## src/rtl/wb_host_master_if.sv

```systemverilog
// -----------------------------------------------------------------------------
// wb_host_master_if
// Bundles the three streams handled by wb_host_master:
//   cmd_*  : command stream into the master (valid/ready)
//   rsp_*  : response stream out of the master (valid/ready)
//   wbm_*  : Wishbone classic master port toward the user-project slave
// plus busy_o (master is not idle).
//
// Handshake rule for both streams: a transfer happens on a rising edge where
// valid and ready are both high. The producer holds its payload stable while
// valid is high and ready is low. The consumer may change ready at will.
//
// Modports:
//   master : the view taken by wb_host_master
//   slave  : the opposite view (command source, response sink, Wishbone slave)
// -----------------------------------------------------------------------------
interface wb_host_master_if #(
  parameter int AW = 32,
  parameter int DW = 32
);
  logic              cmd_valid_i;
  logic              cmd_ready_o;
  logic              cmd_we_i;
  logic [AW-1:0]     cmd_adr_i;
  logic [DW-1:0]     cmd_dat_i;
  logic [DW/8-1:0]   cmd_sel_i;

  logic              rsp_valid_o;
  logic              rsp_ready_i;
  logic [DW-1:0]     rsp_dat_o;
  logic              rsp_err_o;

  logic              busy_o;

  logic              wbm_cyc_o;
  logic              wbm_stb_o;
  logic              wbm_we_o;
  logic [AW-1:0]     wbm_adr_o;
  logic [DW-1:0]     wbm_dat_o;
  logic [DW/8-1:0]   wbm_sel_o;
  logic              wbm_ack_i;
  logic [DW-1:0]     wbm_dat_i;

  modport master (
    input  cmd_valid_i, cmd_we_i, cmd_adr_i, cmd_dat_i, cmd_sel_i,
    input  rsp_ready_i,
    input  wbm_ack_i, wbm_dat_i,
    output cmd_ready_o,
    output rsp_valid_o, rsp_dat_o, rsp_err_o,
    output busy_o,
    output wbm_cyc_o, wbm_stb_o, wbm_we_o, wbm_adr_o, wbm_dat_o, wbm_sel_o
  );

  modport slave (
    output cmd_valid_i, cmd_we_i, cmd_adr_i, cmd_dat_i, cmd_sel_i,
    output rsp_ready_i,
    output wbm_ack_i, wbm_dat_i,
    input  cmd_ready_o,
    input  rsp_valid_o, rsp_dat_o, rsp_err_o,
    input  busy_o,
    input  wbm_cyc_o, wbm_stb_o, wbm_we_o, wbm_adr_o, wbm_dat_o, wbm_sel_o
  );
endinterface

```

## src/rtl/wb_host_master.sv

```systemverilog
// -----------------------------------------------------------------------------
// wb_host_master
// Wishbone classic single-transfer master. Each accepted command becomes one
// bus cycle; the result (read data or timeout error) is returned on the
// response stream. A bus cycle that sees no ack for TIMEOUT_CYCLES cycles is
// abandoned and reported with rsp_err_o=1.
//
// Ports:
//   wb_clk_i     : system clock, rising edge
//   wb_rst_i     : synchronous active-high reset
//   bus          : wb_host_master_if.master (cmd_*, rsp_*, busy_o, wbm_*)
//   dbg_state_o  : current FSM state (0=IDLE, 1=BUS, 2=RESP)
//
// All outputs are registered. stb is identical to cyc (single transfers only).
// -----------------------------------------------------------------------------
module wb_host_master #(
  parameter int AW             = 32,
  parameter int DW             = 32,
  parameter int TIMEOUT_CYCLES = 255
) (
  input  logic                  wb_clk_i,
  input  logic                  wb_rst_i,
  wb_host_master_if.master      bus,
  output logic [1:0]            dbg_state_o
);

  localparam int SW = DW / 8;
  // Timeout fires on the edge where the count of ack-less cycles reaches
  // TIMEOUT_CYCLES, i.e. when the counter already holds TIMEOUT_CYCLES-1.
  localparam logic [15:0] LP_CNT_LAST = 16'(TIMEOUT_CYCLES - 1);

  typedef enum logic [1:0] {
    ST_IDLE = 2'd0,
    ST_BUS  = 2'd1,
    ST_RESP = 2'd2
  } state_t;

  state_t           r_state,     w_state_nxt;
  logic [15:0]      r_cnt,       w_cnt_nxt;
  logic             r_cyc,       w_cyc_nxt;
  logic             r_we,        w_we_nxt;
  logic [AW-1:0]    r_adr,       w_adr_nxt;
  logic [DW-1:0]    r_dat,       w_dat_nxt;
  logic [SW-1:0]    r_sel,       w_sel_nxt;
  logic             r_cmd_ready, w_cmd_ready_nxt;
  logic             r_busy,      w_busy_nxt;
  logic             r_rsp_valid, w_rsp_valid_nxt;
  logic [DW-1:0]    r_rsp_dat,   w_rsp_dat_nxt;
  logic             r_rsp_err,   w_rsp_err_nxt;

  // Next-state and next-output logic.
  always_comb begin
    w_state_nxt     = r_state;
    w_cnt_nxt       = r_cnt;
    w_cyc_nxt       = r_cyc;
    w_we_nxt        = r_we;
    w_adr_nxt       = r_adr;
    w_dat_nxt       = r_dat;
    w_sel_nxt       = r_sel;
    w_cmd_ready_nxt = r_cmd_ready;
    w_busy_nxt      = r_busy;
    w_rsp_valid_nxt = r_rsp_valid;
    w_rsp_dat_nxt   = r_rsp_dat;
    w_rsp_err_nxt   = r_rsp_err;

    unique case (r_state)
      ST_IDLE: begin
        if (bus.cmd_valid_i) begin
          // Command fields are captured here only; later changes on cmd_*
          // cannot disturb the running bus cycle.
          w_we_nxt        = bus.cmd_we_i;
          w_adr_nxt       = bus.cmd_adr_i;
          w_dat_nxt       = bus.cmd_dat_i;
          w_sel_nxt       = bus.cmd_sel_i;
          w_cyc_nxt       = 1'b1;
          w_cnt_nxt       = 16'd0;
          w_cmd_ready_nxt = 1'b0;
          w_busy_nxt      = 1'b1;
          w_state_nxt     = ST_BUS;
        end
      end

      ST_BUS: begin
        if (bus.wbm_ack_i) begin
          // Ack takes priority over a timeout on the same edge.
          w_cyc_nxt       = 1'b0;
          w_rsp_dat_nxt   = r_we ? '0 : bus.wbm_dat_i;
          w_rsp_err_nxt   = 1'b0;
          w_rsp_valid_nxt = 1'b1;
          w_state_nxt     = ST_RESP;
        end else if (r_cnt == LP_CNT_LAST) begin
          w_cyc_nxt       = 1'b0;
          w_rsp_dat_nxt   = '0;
          w_rsp_err_nxt   = 1'b1;
          w_rsp_valid_nxt = 1'b1;
          w_state_nxt     = ST_RESP;
        end else begin
          w_cnt_nxt = r_cnt + 16'd1;
        end
      end

      ST_RESP: begin
        // No command is taken on the handshake edge; cmd_ready only rises
        // after it, so the earliest next acceptance is one edge later.
        if (bus.rsp_ready_i) begin
          w_rsp_valid_nxt = 1'b0;
          w_rsp_err_nxt   = 1'b0;
          w_rsp_dat_nxt   = '0;
          w_cmd_ready_nxt = 1'b1;
          w_busy_nxt      = 1'b0;
          w_state_nxt     = ST_IDLE;
        end
      end

      default: begin
        w_state_nxt     = ST_IDLE;
        w_cyc_nxt       = 1'b0;
        w_rsp_valid_nxt = 1'b0;
        w_cmd_ready_nxt = 1'b1;
        w_busy_nxt      = 1'b0;
      end
    endcase
  end

  // State and output registers.
  always_ff @(posedge wb_clk_i) begin
    if (wb_rst_i) begin
      r_state     <= ST_IDLE;
      r_cnt       <= 16'd0;
      r_cyc       <= 1'b0;
      r_we        <= 1'b0;
      r_adr       <= '0;
      r_dat       <= '0;
      r_sel       <= '0;
      r_cmd_ready <= 1'b1;
      r_busy      <= 1'b0;
      r_rsp_valid <= 1'b0;
      r_rsp_dat   <= '0;
      r_rsp_err   <= 1'b0;
    end else begin
      r_state     <= w_state_nxt;
      r_cnt       <= w_cnt_nxt;
      r_cyc       <= w_cyc_nxt;
      r_we        <= w_we_nxt;
      r_adr       <= w_adr_nxt;
      r_dat       <= w_dat_nxt;
      r_sel       <= w_sel_nxt;
      r_cmd_ready <= w_cmd_ready_nxt;
      r_busy      <= w_busy_nxt;
      r_rsp_valid <= w_rsp_valid_nxt;
      r_rsp_dat   <= w_rsp_dat_nxt;
      r_rsp_err   <= w_rsp_err_nxt;
    end
  end

  assign bus.cmd_ready_o = r_cmd_ready;
  assign bus.rsp_valid_o = r_rsp_valid;
  assign bus.rsp_dat_o   = r_rsp_dat;
  assign bus.rsp_err_o   = r_rsp_err;
  assign bus.busy_o      = r_busy;
  assign bus.wbm_cyc_o   = r_cyc;
  assign bus.wbm_stb_o   = r_cyc;
  assign bus.wbm_we_o    = r_we;
  assign bus.wbm_adr_o   = r_adr;
  assign bus.wbm_dat_o   = r_dat;
  assign bus.wbm_sel_o   = r_sel;
  assign dbg_state_o     = r_state;

endmodule

```

## src/flat_wrapper.sv

```systemverilog
// flat-port wrapper written by rule: the top's interface ports become plain ports
module wb_host_master_flat 
#(
  parameter int AW             = 32,
  parameter int DW             = 32,
  parameter int TIMEOUT_CYCLES = 255
)
  (wb_clk_i, wb_rst_i, dbg_state_o, bus_cmd_valid_i, bus_cmd_we_i, bus_cmd_adr_i, bus_cmd_dat_i, bus_cmd_sel_i, bus_rsp_ready_i, bus_wbm_ack_i, bus_wbm_dat_i, bus_cmd_ready_o, bus_rsp_valid_o, bus_rsp_dat_o, bus_rsp_err_o, bus_busy_o, bus_wbm_cyc_o, bus_wbm_stb_o, bus_wbm_we_o, bus_wbm_adr_o, bus_wbm_dat_o, bus_wbm_sel_o);
  wb_host_master_if #(.AW(AW), .DW(DW)) bus_i ();
  input  logic wb_clk_i;
  input  logic wb_rst_i;
  output logic [1:0] dbg_state_o;
  input wire logic [$bits(bus_i.cmd_valid_i)-1:0] bus_cmd_valid_i;
  input wire logic [$bits(bus_i.cmd_we_i)-1:0] bus_cmd_we_i;
  input wire logic [$bits(bus_i.cmd_adr_i)-1:0] bus_cmd_adr_i;
  input wire logic [$bits(bus_i.cmd_dat_i)-1:0] bus_cmd_dat_i;
  input wire logic [$bits(bus_i.cmd_sel_i)-1:0] bus_cmd_sel_i;
  input wire logic [$bits(bus_i.rsp_ready_i)-1:0] bus_rsp_ready_i;
  input wire logic [$bits(bus_i.wbm_ack_i)-1:0] bus_wbm_ack_i;
  input wire logic [$bits(bus_i.wbm_dat_i)-1:0] bus_wbm_dat_i;
  output wire logic [$bits(bus_i.cmd_ready_o)-1:0] bus_cmd_ready_o;
  output wire logic [$bits(bus_i.rsp_valid_o)-1:0] bus_rsp_valid_o;
  output wire logic [$bits(bus_i.rsp_dat_o)-1:0] bus_rsp_dat_o;
  output wire logic [$bits(bus_i.rsp_err_o)-1:0] bus_rsp_err_o;
  output wire logic [$bits(bus_i.busy_o)-1:0] bus_busy_o;
  output wire logic [$bits(bus_i.wbm_cyc_o)-1:0] bus_wbm_cyc_o;
  output wire logic [$bits(bus_i.wbm_stb_o)-1:0] bus_wbm_stb_o;
  output wire logic [$bits(bus_i.wbm_we_o)-1:0] bus_wbm_we_o;
  output wire logic [$bits(bus_i.wbm_adr_o)-1:0] bus_wbm_adr_o;
  output wire logic [$bits(bus_i.wbm_dat_o)-1:0] bus_wbm_dat_o;
  output wire logic [$bits(bus_i.wbm_sel_o)-1:0] bus_wbm_sel_o;
  assign bus_i.cmd_valid_i = bus_cmd_valid_i;
  assign bus_i.cmd_we_i = bus_cmd_we_i;
  assign bus_i.cmd_adr_i = bus_cmd_adr_i;
  assign bus_i.cmd_dat_i = bus_cmd_dat_i;
  assign bus_i.cmd_sel_i = bus_cmd_sel_i;
  assign bus_i.rsp_ready_i = bus_rsp_ready_i;
  assign bus_i.wbm_ack_i = bus_wbm_ack_i;
  assign bus_i.wbm_dat_i = bus_wbm_dat_i;
  assign bus_cmd_ready_o = bus_i.cmd_ready_o;
  assign bus_rsp_valid_o = bus_i.rsp_valid_o;
  assign bus_rsp_dat_o = bus_i.rsp_dat_o;
  assign bus_rsp_err_o = bus_i.rsp_err_o;
  assign bus_busy_o = bus_i.busy_o;
  assign bus_wbm_cyc_o = bus_i.wbm_cyc_o;
  assign bus_wbm_stb_o = bus_i.wbm_stb_o;
  assign bus_wbm_we_o = bus_i.wbm_we_o;
  assign bus_wbm_adr_o = bus_i.wbm_adr_o;
  assign bus_wbm_dat_o = bus_i.wbm_dat_o;
  assign bus_wbm_sel_o = bus_i.wbm_sel_o;
  wb_host_master #(.AW(AW), .DW(DW), .TIMEOUT_CYCLES(TIMEOUT_CYCLES)) u_core (.wb_clk_i(wb_clk_i), .wb_rst_i(wb_rst_i), .bus(bus_i), .dbg_state_o(dbg_state_o));
endmodule
```

## config.mk

```make
export PLATFORM = sky130hd
export DESIGN_NAME = wb_host_master_flat
export DESIGN_NICKNAME = d
export VERILOG_FILES = /design/src/rtl/wb_host_master_if.sv /design/src/rtl/wb_host_master.sv /design/src/flat_wrapper.sv
export SDC_FILE = /design/constraint.sdc
export NUM_CORES = 1
export LEC_CHECK = 0
export CORE_UTILIZATION = 38
export DETAILED_ROUTE_END_ITERATION = 16
export GPL_TIMING_DRIVEN = 0
export PLACE_DENSITY_LB_ADDON = 0.2
export SYNTH_ARGS = -nofsm -noshare
export SYNTH_HDL_FRONTEND = slang
export SYNTH_SLANG_ARGS = --single-unit
```

## constraint.sdc

```tcl
create_clock -name wb_clk_i -period 2.07 [get_ports wb_clk_i]
set_input_delay 0.207 -clock wb_clk_i [delete_from_list [all_inputs] [get_ports wb_clk_i]]
set_output_delay 0.207 -clock wb_clk_i [all_outputs]
set_load 0.01 [all_outputs]
```

# After elaboration in Yosys (flattened, before gate mapping)
# Cells that the tools add are included.
# W data, S select, Z words.
dict set report totals {
  register_bits 124
  latchBits 0
  ramBits 0
  mem_bits_ro 0
  input_bits 106
  out_inout_bits 109
  elab_cells 62
  n_memories 0
}
dict set report classes {
  add_sub_neg 1
  multipliers 0
  div 0
  n_lt_le_gt_ge 0
  n_eq_ne 8
  shifts 0
  mux 28
  bitwise_logic 3
  n_reduce_logical 10
}
# operator n
set op_table {}
lappend op_table {{$mux W32} 4}
lappend op_table {{$pmux W32 S2} 1}
lappend op_table {{$mux W16} 3}
lappend op_table {{$pmux W16 S2} 1}
lappend op_table {{$add A16 B1 Y16 const B} 1}
lappend op_table {{$eq A16 B8 Y1 const B} 1}
lappend op_table {{$reduce_and A3 Y1} 5}
lappend op_table {{$pmux W1 S3} 4}
lappend op_table {{$mux W1} 9}
lappend op_table {{$mux W2} 4}
lappend op_table {{$ne A2 B2 Y1 const B} 4}
lappend op_table {{$pmux W2 S3} 1}
lappend op_table {{$reduce_and A4 Y1} 1}
lappend op_table {{$reduce_bool A2 Y1} 2}
lappend op_table {{$ne A3 B2 Y1 const B} 1}
lappend op_table {{$not A1 Y1} 3}
lappend op_table {{$eq A2 B1 Y1 const B} 1}
lappend op_table {{$eq A2 B2 Y1 const B} 1}
lappend op_table {{$logic_not A2 Y1} 1}
lappend op_table {{$pmux W1 S2} 1}
lappend op_table {{$reduce_and A2 Y1} 1}

# Depth between registers and ports, before layout
dict set report logic_depth {
  word_depth 4
  ltp_mapped 8
  mapped_depth_nobuf 7
}

# Worst setup path after synthesis
# Ideal clock, no wire load.
dict set report synth_timing {
  kind {reg-to-reg}
  from {register u_core.r_cnt[8]}
  to {register u_core.r_rsp_dat[1], in the netlist u_core.bus.rsp_dat_o[1]}
  setup_ns 0.122
  arrival_ns 1.812
  required_time_ns 1.948
  slack_ns 0.136
  stages_incl_launch_ff 6
  path_buffers 1
  path_cell_list {dfxtp_1 > or4_4 > nor4_4 > a2bb2oi_4 > buf_2 > o21ai_0}
}
dict set report synth_between {
  elab_chain_len 3
}
# element line_no
set synth_rtl {}
lappend synth_rtl {{start, declared} wb_host_master.sv:39} ;# logic [15:0] r_cnt, w_cnt_nxt;
lappend synth_rtl {{start signal, assigned} wb_host_master.sv:142} ;# r_cnt <= w_cnt_nxt;
lappend synth_rtl {{$eq A16 B8 Y1} wb_host_master.sv:91} ;# end else if (r_cnt == LP_CNT_LAST) begin
lappend synth_rtl {{$ne A3 B2 Y1 (no line)} -}
lappend synth_rtl {{$reduce_and A3 Y1 (no line)} -}
lappend synth_rtl {{end signal, assigned} wb_host_master.sv:151} ;# r_rsp_dat <= w_rsp_dat_nxt;
lappend synth_rtl {{end, declared} wb_host_master.sv:48} ;# logic [DW-1:0] r_rsp_dat, w_rsp_dat_nxt;
# No other way between the ends.
# A chain may end at the register's enable or synchronous reset.

# Worst setup path after layout
dict set report layout_timing {
  from {register u_core.r_cnt[8]}
  to {register u_core.r_rsp_dat[28], in the netlist u_core.bus.rsp_dat_o[28]}
}
# Same word-level chain as after synthesis.

==> run summary <==
Global routing used 39.6% of the available met2 tracks. The die height came out at around 110 microns. In this run the biggest area consumer among cell types represents about 52% of the synthesized area.

The number of cells after detailed placement is between 900 and 1000. The met3 capacity usage during global routing came out at between 7 and 8%. The residual DRC count came out at 0. The dominant synthesized flop cell is sky130_fd_sc_hd__dfxtp_1. The most crowded layer after global routing is met2. The die covers between 10000 and 15000 sq um. sky130_fd_sc_hd__nand2_1 is the most common cell in the netlist. STA puts the critical path data required time at around 2.4 ns. The area added between synthesis and finish is 63.2%. Of the cells placed in the final design, the portion with a size suffix greater than 1 is 6.67%. TritonCTS built the clock tree. The number of synthesized register bits came out at approximately 120. The sequential cell area fraction in the yosys report came out at between 50% and 60%.

The net count after synthesis came out at 700. The count of placed standard cells in the final layout, fillers left out is around 1000. The count of endpoints failing setup in the final report is 0.

The relative slew slack came out at a little under three fifths. The power density over the cells is ~850 nW/um^2. The setup path with the least slack is of type register to register. Input and output buffers added on the ports amount to approximately 210. The number of antenna violations at the first check in global routing came out at 0. The number of flops mapped to enable cells by yosys is 0. The standard-cell row count is 40. The analysis attributes to cell leakage a power of around 2.8 nW.

The post-synthesis cell type with the largest combined area is sky130_fd_sc_hd__dfxtp_1. The number of diodes is 0. The maximum fanout along the worst path came out at 10. The minimum setup slack among reg-to-reg paths came out at ~0.091 ns. CTS placed an instance of sky130_fd_sc_hd__clkbuf_16 at the clock tree root. The tree built by TritonCTS fans out to 124 sinks.

Across the run, the number of max-cap violations was 0. The clock latency on the worst-skew pair is 0.41 ns. The setup TNS came out at 0 ns. The violation count after the first detailed-route iteration is about 230.

The number of buffers created by CTS is 17. The flow ran to the end, and the final reports show no timing, DRC or antenna violations. For this run, the total global-route usage over all layers was measured as a little under a quarter. The worst slack after detailed placement is -0.436 ns. The detail-routed via count per cell came out at between 4 and 5. The transition time at the pin with the least slew margin came out at about 0.66 ns. The aggregate global routing overflow came out at 0.

For this configuration, the core starts out at a cell density of between 30% and 40%. The wire length reported by the detailed router is between 10000 and 15000 microns. The global-route wire length before repair is 23300 microns.

The met1 track utilization from global routing came out at 26.1%. By count the netlist is led by 189 x sky130_fd_sc_hd__nand2_1, 124 x sky130_fd_sc_hd__dfxtp_1, 76 x sky130_fd_sc_hd__a21oi_1, 37 x sky130_fd_sc_hd__nand3_1, 31 x sky130_fd_sc_hd__clkbuf_1. The net count of the finished layout is 936.

The final design area excluding fillers came out at about 7800 sq um. The worst hold margin came out at ~0.34 ns. The shortest period the worst path allows is between 1.5 and 2 ns.

At the end of routability-driven placement, the weighted congestion stood at approximately 0.84. The placeable core area came out at 12100 sq um. Pin placement for this block handled 215 I/O pins. The count of H-tree levels built during CTS came out at 4. IR analysis of the VDD net gives a maximum drop of about 0.63 mV. The slowest stage of the critical path is the sky130_fd_sc_hd__or4_4 cell. Synthesis instantiated 46 different standard cells from the library. The final route contains between 4000 and 5000 vias. The number of endpoints with negative hold slack in the final report came out at 0. No sink is reached through more buffers than the 2 on the longest clock path. The critical path's largest stage delay came out at 0.57 ns. The die width is between 100 and 150 microns.

Dividing the synthesized area by the synthesized cell count gives 8.03 sq um. The upper clock frequency limit came out at around 510 MHz. The worst setup path is launched from a register. By area the synthesized netlist is led by sky130_fd_sc_hd__dfxtp_1 52%, sky130_fd_sc_hd__nand2_1 15%, sky130_fd_sc_hd__a21oi_1 8.0%. The detail-routed net length per standard cell came out at approximately 15 microns. The number of max-slew violations in the final report is 0. The clock arrives with roughly 0.009 ns of skew. The count of nets left with antenna violations after detail routing came out at 0.

The final period utilization came out at a little over nine tenths. The total of warnings raised by yosys came out at 0. Data on the critical path arrives at its endpoint at approximately 2.3 ns. The largest net degree at the start of global routing came out at 17. The endpoint type of the worst setup path is a register. The worst path meets setup with 0.0914 ns of slack. The detailed-router iteration count before antenna repair came out at 4. The HPWL reported at the end of detailed placement came out at between 10000 and 15000 microns.

Clock-pin slew was measured on the worst setup and hold paths at about 0.050 ns. The netlist area before placement came out at 4750 sq um. The share of synthesized flip-flops with an asynchronous set or reset is 0%.

In the synthesized netlist, the number of instances is roughly 600. The worst hold path belongs to the class input port to register. The via count of the first global-routing pass is 4857. The instance area after placement came out at approximately 7000 sq um. The signal on the critical path passes through or4_4 -> nor4_4 -> a2bb2oi_4 -> buf_12 -> buf_2 -> o21ai_0.
==> power by group <==
| part | total, mW | internal, mW | switching, mW |
|---|---|---|---|
| Sequential | 2.60 | 2.52 | 0.0759 |
| Clock | 2.97 | 1.97 | 0.998 |
| Combinational | 1.04 | 0.548 | 0.492 |
==> path summary, 6_finish.rpt <==
kind	from	end	cells past startpoint
min reg2reg	u_core.bus.rsp_dat_o[10]$_SDFFE_PP0P_	u_core.bus.rsp_dat_o[10]$_SDFFE_PP0P_	2
min	bus_cmd_adr_i[0]	u_core.bus.wbm_adr_o[0]$_SDFFE_PP0P_	3
max	u_core.r_cnt[8]$_SDFFE_PP0P_	u_core.bus.rsp_dat_o[28]$_SDFFE_PP0P_	6
max reg2reg	u_core.r_cnt[8]$_SDFFE_PP0P_	u_core.bus.rsp_dat_o[28]$_SDFFE_PP0P_	6
==> layout make-up <==
cell class | count | area, sq um
buffer | 42 | 208
timing repair buffer | 217 | 2170
clock buffer | 23 | 478
inverter | 5 | 18.8
fill | 1069 | 4350
sequential | 124 | 2480
multi-input combinational | 421 | 2070
clock inverter | 8 | 115
tap | 168 | 210
==> state kept, by name, indices dropped and copies added (netlist names) <==
register	count
u_core.bus.busy_o	1
u_core.bus.cmd_ready_o	1
u_core.bus.rsp_dat_o	32
u_core.bus.rsp_err_o	1
u_core.bus.rsp_valid_o	1
u_core.bus.wbm_adr_o	32
u_core.bus.wbm_cyc_o	1
u_core.bus.wbm_dat_o	32
u_core.bus.wbm_sel_o	4
u_core.bus.wbm_we_o	1
u_core.dbg_state_o	2
u_core.r_cnt	16
==> cells by family (layout without fill, tap and decap cells) <==
family | count (synthesis) | after routing | synth area share (%)
simple gates | 278 | 278 | 25.3
compound gates | 132 | 132 | 15.6
flops | 124 | 124 | 52.2
buf+inv | 47 | 295 | 4.58
xor+xnor | 7 | 7 | 1.29
fa+ha+maj | 2 | 2 | 0.526
mux | 2 | 2 | 0.421
==> layout by cell type (no fill, tap or decap), types with 5 or more instances in the layout <==
cell type,netlist,routed
sky130_fd_sc_hd__dfxtp_1,124,124
sky130_fd_sc_hd__clkdlybuf4s50_1,0,213
sky130_fd_sc_hd__nor2b_1,6,5
sky130_fd_sc_hd__nand2_1,189,189
sky130_fd_sc_hd__a211oi_1,5,5
sky130_fd_sc_hd__xnor2_1,6,6
sky130_fd_sc_hd__clkbuf_1,31,29
sky130_fd_sc_hd__nand3_1,37,37
sky130_fd_sc_hd__clkbuf_16,0,17
sky130_fd_sc_hd__or3_1,5,5
sky130_fd_sc_hd__a21oi_1,76,76
sky130_fd_sc_hd__o21ai_1,9,9
sky130_fd_sc_hd__clkinv_2,0,5
sky130_fd_sc_hd__buf_4,2,6
sky130_fd_sc_hd__o21ai_0,28,28
sky130_fd_sc_hd__clkbuf_2,0,5
sky130_fd_sc_hd__nor2_1,19,19
==> metrics by stage <==
step                utilization [%]  power, mW
finish                         64.0       6.61
global route                   64.0       6.87
CTS                            63.7       6.65
detailed placement             58.6       3.66
global placement               58.6       3.63
floorplan                         -       3.07
==> what timing repair did <==
action	in CTS	in global routing
setup endpoints to repair	36	38
pin swaps	2	1
resized for setup	4	8
hold buffers	0	0
setup buffers	2	2
==> metal layers <==
| layer | part of all wire (%) | wire length [microns] |
|---|---|---|
| met1 | 40 | 5870 |
| met2 | 50 | 7340 |
| met3 | 6.9 | 1020 |
| met4 | 3.1 | 458 |
| met5 | 0 | 0 |
==> critical path, delay by kind of cell (launching register included) <==
kind            cells  cell delay, ns
simple gates        2            0.85
flops               1            0.37
buf+inv             2            0.33
compound gates      2            0.30
Note: power is estimated with default switching activity, not from simulation.
